===== src/rtl/mt_rollback_ctrl_if.sv =====
// Restore-path bundle of the rollback controller: mispredict requests, AMT read
// port and map-table restore write port. The controller uses `master`, the environment uses `slave`.
interface mt_rollback_ctrl_if #(
    parameter int MT_ENTRY     = 32,
    parameter int THREAD_NUM   = 2,
    parameter int COPY_PER_CYC = 4,
    parameter int TAG_W        = 6
);
    localparam int GRP_N = MT_ENTRY / COPY_PER_CYC;
    localparam int GRP_W = (GRP_N > 1) ? $clog2(GRP_N) : 1;
    localparam int IDX_W = (MT_ENTRY > 1) ? $clog2(MT_ENTRY) : 1;
    localparam int THR_W = (THREAD_NUM > 1) ? $clog2(THREAD_NUM) : 1;

    logic [THREAD_NUM-1:0]         rollback_i;
    logic                          amt_rd_en_o;
    logic [GRP_W-1:0]              amt_rd_grp_o;
    logic [THR_W-1:0]              amt_rd_thread_o;
    logic [COPY_PER_CYC*TAG_W-1:0] amt_rd_tag_i;
    logic [COPY_PER_CYC-1:0]       mt_wr_en_o;
    logic [COPY_PER_CYC*IDX_W-1:0] mt_wr_idx_o;
    logic [COPY_PER_CYC*TAG_W-1:0] mt_wr_tag_o;
    logic [THR_W-1:0]              mt_wr_thread_o;
    logic [THREAD_NUM-1:0]         dp_stall_o;
    logic                          done_o;

    modport master (
        input  rollback_i, amt_rd_tag_i,
        output amt_rd_en_o, amt_rd_grp_o, amt_rd_thread_o,
               mt_wr_en_o, mt_wr_idx_o, mt_wr_tag_o, mt_wr_thread_o,
               dp_stall_o, done_o
    );

    modport slave (
        output rollback_i, amt_rd_tag_i,
        input  amt_rd_en_o, amt_rd_grp_o, amt_rd_thread_o,
               mt_wr_en_o, mt_wr_idx_o, mt_wr_tag_o, mt_wr_thread_o,
               dp_stall_o, done_o
    );
endinterface


===== src/rtl/mt_rollback_ctrl.sv =====
// Map-table rollback controller: restores a thread's speculative map table from the AMT,
// COPY_PER_CYC entries per cycle. Define MT_RB_PERF_CNT_EN to add restore/stall counters.
module mt_rollback_ctrl #(
    parameter int MT_ENTRY     = 32,
    parameter int THREAD_NUM   = 2,
    parameter int COPY_PER_CYC = 4,
    parameter int TAG_W        = 6
) (
    input  logic clk_i,
    input  logic rst_i,
    mt_rollback_ctrl_if.master bus
`ifdef MT_RB_PERF_CNT_EN
    ,
    output logic [15:0] rb_cnt_o,
    output logic [15:0] stall_cyc_o
`endif
);
    localparam int GRP_N = MT_ENTRY / COPY_PER_CYC;
    localparam int GRP_W = (GRP_N > 1) ? $clog2(GRP_N) : 1;
    localparam int IDX_W = (MT_ENTRY > 1) ? $clog2(MT_ENTRY) : 1;
    localparam int THR_W = (THREAD_NUM > 1) ? $clog2(THREAD_NUM) : 1;

    typedef enum logic [1:0] {IDLE, FLUSH, COPY, LAST} state_e;

    state_e                state_q, state_d;
    logic [THR_W-1:0]      active_q, active_d;
    logic [THREAD_NUM-1:0] pending_q, pending_d;
    logic [GRP_W-1:0]      grp_q, grp_d;
    logic                  wr_vld_q;
    logic [GRP_W-1:0]      wr_grp_q;

    logic                  busy;
    logic [THREAD_NUM-1:0] active_oh;
    logic [THREAD_NUM-1:0] others;
    logic [THREAD_NUM-1:0] merged;
    logic [THR_W-1:0]      sel;

    function automatic logic [THR_W-1:0] lowest(input logic [THREAD_NUM-1:0] v);
        lowest = '0;
        for (int i = THREAD_NUM - 1; i >= 0; i--) begin
            if (v[i]) lowest = THR_W'(i);
        end
    endfunction

    function automatic logic [THREAD_NUM-1:0] onehot(input logic [THR_W-1:0] t);
        onehot    = '0;
        onehot[t] = 1'b1;
    endfunction

    assign busy      = (state_q != IDLE);
    assign active_oh = busy ? onehot(active_q) : '0;
    // A request from the thread being restored is dropped: the restore already targets committed state.
    assign others    = bus.rollback_i & ~active_oh;
    assign merged    = pending_q | others;

    always_comb begin
        // NOTE: every variable gets a default first so no path through the case infers a latch.
        state_d   = state_q;
        active_d  = active_q;
        pending_d = pending_q;
        grp_d     = grp_q;
        sel       = '0;
        case (state_q)
            IDLE: begin
                if (|bus.rollback_i) begin
                    sel       = lowest(bus.rollback_i);
                    active_d  = sel;
                    pending_d = pending_q | (bus.rollback_i & ~onehot(sel));
                    state_d   = FLUSH;
                end
            end
            FLUSH: begin
                pending_d = merged;
                grp_d     = '0;
                state_d   = COPY;
            end
            COPY: begin
                pending_d = merged;
                if (grp_q == GRP_W'(GRP_N - 1)) begin
                    grp_d   = '0;
                    state_d = LAST;
                end else begin
                    grp_d = grp_q + 1'b1;
                end
            end
            LAST: begin
                // Chain straight into the next pending thread so there is no IDLE bubble.
                if (|merged) begin
                    sel       = lowest(merged);
                    active_d  = sel;
                    pending_d = merged & ~onehot(sel);
                    state_d   = FLUSH;
                end else begin
                    pending_d = '0;
                    state_d   = IDLE;
                end
            end
            default: state_d = IDLE;
        endcase
    end

    always_ff @(posedge clk_i) begin
        if (!rst_i) begin
            state_q   <= IDLE;
            active_q  <= '0;
            pending_q <= '0;
            grp_q     <= '0;
            wr_vld_q  <= 1'b0;
            wr_grp_q  <= '0;
        end else begin
            // NOTE: non-blocking assignments so every register samples pre-edge values.
            state_q   <= state_d;
            active_q  <= active_d;
            pending_q <= pending_d;
            grp_q     <= grp_d;
            wr_vld_q  <= (state_q == COPY);
            wr_grp_q  <= grp_q;
        end
    end

    assign bus.amt_rd_en_o     = (state_q == COPY);
    assign bus.amt_rd_grp_o    = (state_q == COPY) ? grp_q : '0;
    assign bus.amt_rd_thread_o = (state_q == COPY) ? active_q : '0;

    // AMT data arrives one cycle after the read, aligned with the registered write slot.
    assign bus.mt_wr_en_o     = {COPY_PER_CYC{wr_vld_q}};
    assign bus.mt_wr_thread_o = wr_vld_q ? active_q : '0;

    for (genvar k = 0; k < COPY_PER_CYC; k++) begin : g_lane
        assign bus.mt_wr_idx_o[k*IDX_W +: IDX_W] =
            wr_vld_q ? IDX_W'(int'(wr_grp_q) * COPY_PER_CYC + k) : '0;
        assign bus.mt_wr_tag_o[k*TAG_W +: TAG_W] =
            wr_vld_q ? bus.amt_rd_tag_i[k*TAG_W +: TAG_W] : '0;
    end

    assign bus.done_o     = (state_q == LAST);
    assign bus.dp_stall_o = bus.rollback_i | pending_q | active_oh;

`ifdef MT_RB_PERF_CNT_EN
    logic [15:0] rb_cnt_q, stall_cyc_q;

    always_ff @(posedge clk_i) begin
        if (!rst_i) begin
            rb_cnt_q    <= '0;
            stall_cyc_q <= '0;
        end else begin
            if ((state_q == LAST) && (rb_cnt_q != 16'hFFFF)) rb_cnt_q <= rb_cnt_q + 16'd1;
            if ((|bus.dp_stall_o) && (stall_cyc_q != 16'hFFFF)) stall_cyc_q <= stall_cyc_q + 16'd1;
        end
    end

    assign rb_cnt_o    = rb_cnt_q;
    assign stall_cyc_o = stall_cyc_q;
`endif
endmodule


===== src/flat_wrapper.sv =====
// flat-port wrapper written by rule: the top's interface ports become plain ports
module mt_rollback_ctrl_flat 
#(
    parameter int MT_ENTRY     = 32,
    parameter int THREAD_NUM   = 2,
    parameter int COPY_PER_CYC = 4,
    parameter int TAG_W        = 6
)
  (clk_i, rst_i, bus_rollback_i, bus_amt_rd_tag_i, bus_amt_rd_en_o, bus_amt_rd_grp_o, bus_amt_rd_thread_o, bus_mt_wr_en_o, bus_mt_wr_idx_o, bus_mt_wr_tag_o, bus_mt_wr_thread_o, bus_dp_stall_o, bus_done_o);
  mt_rollback_ctrl_if #(.MT_ENTRY(MT_ENTRY), .THREAD_NUM(THREAD_NUM), .COPY_PER_CYC(COPY_PER_CYC), .TAG_W(TAG_W)) bus_i ();
  input  logic clk_i;
  input  logic rst_i;
  input wire logic [$bits(bus_i.rollback_i)-1:0] bus_rollback_i;
  input wire logic [$bits(bus_i.amt_rd_tag_i)-1:0] bus_amt_rd_tag_i;
  output wire logic [$bits(bus_i.amt_rd_en_o)-1:0] bus_amt_rd_en_o;
  output wire logic [$bits(bus_i.amt_rd_grp_o)-1:0] bus_amt_rd_grp_o;
  output wire logic [$bits(bus_i.amt_rd_thread_o)-1:0] bus_amt_rd_thread_o;
  output wire logic [$bits(bus_i.mt_wr_en_o)-1:0] bus_mt_wr_en_o;
  output wire logic [$bits(bus_i.mt_wr_idx_o)-1:0] bus_mt_wr_idx_o;
  output wire logic [$bits(bus_i.mt_wr_tag_o)-1:0] bus_mt_wr_tag_o;
  output wire logic [$bits(bus_i.mt_wr_thread_o)-1:0] bus_mt_wr_thread_o;
  output wire logic [$bits(bus_i.dp_stall_o)-1:0] bus_dp_stall_o;
  output wire logic [$bits(bus_i.done_o)-1:0] bus_done_o;
  assign bus_i.rollback_i = bus_rollback_i;
  assign bus_i.amt_rd_tag_i = bus_amt_rd_tag_i;
  assign bus_amt_rd_en_o = bus_i.amt_rd_en_o;
  assign bus_amt_rd_grp_o = bus_i.amt_rd_grp_o;
  assign bus_amt_rd_thread_o = bus_i.amt_rd_thread_o;
  assign bus_mt_wr_en_o = bus_i.mt_wr_en_o;
  assign bus_mt_wr_idx_o = bus_i.mt_wr_idx_o;
  assign bus_mt_wr_tag_o = bus_i.mt_wr_tag_o;
  assign bus_mt_wr_thread_o = bus_i.mt_wr_thread_o;
  assign bus_dp_stall_o = bus_i.dp_stall_o;
  assign bus_done_o = bus_i.done_o;
  mt_rollback_ctrl #(.MT_ENTRY(MT_ENTRY), .THREAD_NUM(THREAD_NUM), .COPY_PER_CYC(COPY_PER_CYC), .TAG_W(TAG_W)) u_core (.clk_i(clk_i), .rst_i(rst_i), .bus(bus_i));
endmodule

===== config.mk =====
export PLATFORM = sky130hd
export DESIGN_NAME = mt_rollback_ctrl_flat
export DESIGN_NICKNAME = d
export VERILOG_FILES = /design/src/rtl/mt_rollback_ctrl_if.sv /design/src/rtl/mt_rollback_ctrl.sv /design/src/flat_wrapper.sv
export SDC_FILE = /design/constraint.sdc
export NUM_CORES = 1
export LEC_CHECK = 0
export BUFFER_PORTS_ARGS = -buffer_cell sky130_fd_sc_hd__buf_2
export CAP_MARGIN = 20
export CORE_MARGIN = 2
export CORE_UTILIZATION = 41
export CTS_CLUSTER_SIZE = 14
export DETAILED_ROUTE_END_ITERATION = 16
export PLACE_DENSITY_LB_ADDON = 0.1
export SETUP_SLACK_MARGIN = 0.5
export SKIP_CTS_REPAIR_TIMING = 1
export SKIP_LAST_GASP = 1
export SLEW_MARGIN = 20
export SYNTH_ARGS = -nofsm -noshare
export SYNTH_HDL_FRONTEND = slang
export SYNTH_SLANG_ARGS = --single-unit

===== constraint.sdc =====
create_clock -name clk_i -period 2.2 [get_ports clk_i]
set_input_delay 0.44 -clock clk_i [delete_from_list [all_inputs] [get_ports clk_i]]
set_output_delay 0.44 -clock clk_i [all_outputs]
set_load 0.02 [all_outputs]

==> results.json <==
{
  "outcome": "completed",
  "grt_pass1_vias": 728,
  "syn_area_sq_um": 982,
  "grt-ovfl-total": 0,
  "critPathCaptureType": "output port",
  "die-area_sq_um": 2800,
  "rows": 17,
  "place_area_sq_um": 1260,
  "gp_congestion": 0.836,
  "root_buffer": "clkbuf_4",
  "ios": 85,
  "hold_viol_final": 0,
  "critPathLaunchType": "flop",
  "critPathKind": "flop to output port",
  "multi_input_area_sq_um": 578,
  "fp.dieW_microns": 52.9,
  "htreeDepth": 1,
  "grt_first_pass_wirelength_mm": 3.24,
  "skew_ns": 0.00292,
  "fin_crit_sh_pct": 81.5,
  "core_sq_um": 2230,
  "p_total_mw": 1.28,
  "cp_max_fo": 7,
  "start_util_pct": 44.0,
  "finalMaxSlewViolations": 0,
  "syn_avg_cell_area_sq_um": 8.05,
  "antenna_found_initial": 0,
  "fmax_ghz": 0.557,
  "finalNetCount": 223,
  "setup_viol": 0,
  "postRouteAntennaNets": 0,
  "max-cap-violations": 0,
  "wl_per_cell_microns": 11.2,
  "grt_max_degree": 37,
  "io_buffers": 80,
  "via_count": 978,
  "place_inst": 210,
  "pre_cts_slack_ns": 0.479,
  "ir_drop_mv": 0.810,
  "finish.instance_area_sq_um": 1360,
  "finalWirelength_mm": 2.44,
  "finalHoldWorstSlack_ns": 0.419,
  "synth_cell_type_count": 26,
  "cts_buffers": 3,
  "setup_ws_ns": 0.406,
  "required_ns": 1.76,
  "stdcell_count": 217,
  "rsz0062_at_grt": "true",
  "holdCritPathClass": "primary input to flop",
  "clock-sinks": 12,
  "period_needed_ns": 1.79,
  "ys_seq_elements": 12,
  "clock_path_buffers": 2,
  "n_antenna_cell": 0,
  "crit_arrival_ns": 1.35,
  "p_leak_nw": 0.801,
  "syn_inst": 122,
  "layout-drive-gt1-share_pct": 52.4,
  "path_clk_slew_ns": 0.07,
  "die_h_microns": 52.9,
  "regArea_sq_um": 243,
  "fin_tns_setup_ns": 0,
  "tritoncts": "built",
  "dp_hpwl_mm": 1.87,
  "first_pass_iters": 4,
  "fin_util_pct": 60.8,
  "yosysSeqAreaShare_pct": 24.5,
  "area_delta_synth_final_pct": 38.2,
  "drt-initial-drc-count": 14,
  "clock_latency_ns": 0.27,
  "p_per_area_nw_per_um2": 941,
  "yosys_warnings": 0,
  "drc": 0,
  "fillers": 213,
  "grt_usage_pct": 16.1,
  "post_drt_via_cell_ratio": 4.51
}
area by class of cell:
cell class | instances | share of cell area (%)
clock buffers | 4 | 2.67
inverters | 5 | 1.57
multi-input cells | 84 | 42.6
flip-flops and latches | 12 | 17.9
well taps | 28 | 2.58
repair buffers | 84 | 32.7
logic make-up (layout without fill, tap and decap cells):
| family | after synthesis | after routing | synth area share (%) |
|---|---|---|---|
| flops | 12 | 12 | 24.5 |
| fa+ha+maj | 5 | 5 | 6.37 |
| simple gates | 57 | 57 | 35.5 |
| other cells | 1 | 4 | 0.382 |
| compound gates | 18 | 18 | 13.4 |
| buf+inv | 29 | 93 | 19.9 |
power by group:
| part | internal (mW) | switching [mW] |
|---|---|---|
| clock | 0.101 | 0.0723 |
| combinational | 0.363 | 0.432 |
| sequential | 0.264 | 0.0442 |
| total | 0.728 | 0.549 |
sequential cells by signal (all words and copies together), names as in the netlist:
signal	flops
u_core.active_q	1
u_core.pending_q	2
u_core.wr_grp_q	3
u_core.wr_vld_q	1
u_core.state_q	2
u_core.grp_q	3
per-layer routing:
layer	global-route usage, %	wire [microns]	share of wire (%)
met1	16.5	906	37
met2	28.5	1190	49
met3	5.37	292	12
met4	8.97	45	1.8
met5	0	0	0
placed cells by master (no fill, tap or decap), drive strengths merged, types with 4 or more instances in the layout:
| master | instances |
|---|---|
| buf | 84 |
| and2 | 38 |
| dfxtp | 12 |
| nand2b | 6 |
| a21oi | 6 |
| inv | 5 |
| ha | 5 |
| conb | 4 |
| clkbuf | 4 |
final timing paths:
check	from	to	slack, ns	cells past startpoint
setup / recovery	u_core.state_q[0]	bus_dp_stall_o[0]	0.41	5
hold reg to reg	u_core.grp_q[1]	u_core.grp_q[1]	0.50	2
setup reg to reg	u_core.state_q[0]	u_core.state_q[1]	0.74	6
hold / removal	rst_i	u_core.wr_vld_q	0.42	2
Yosys cell counts:
cell type  number  share of area (%)
nand3_1         3                1.5
or3_1           1               0.64
nor2b_1         2                1.3
a2111oi_2       1                1.5
inv_1           5                1.9
buf_4          21                 16
buf_6           1                1.1
a221oi_1        2                1.8
o211a_1         1                1.0
a211o_1         1               0.89
nor2_1          3                1.1
nand3b_1        1               0.76
a21o_1          2                1.5
nor3_1          2                1.0
and2_1         38                 24
nand2b_1        6                3.8
o21ai_0         3                1.5
dfxtp_1        12                 24
a21oi_1         5                2.5
a21oi_2         1               0.89
or3b_4          1                1.1
o211ai_1        1               0.76
conb_1          1               0.38
o41ai_1         1               0.89
clkbuf_1        2               0.76
ha_1            5                6.4
worst max-delay path, cell delays in order (launching register included):
cell	delay, ns
dfxtp_2	0.34
inv_4	0.07
ha_4	0.16
nor2_2	0.04
or3_1	0.32
buf_6	0.14
Note: power is estimated with default switching activity, not from simulation.
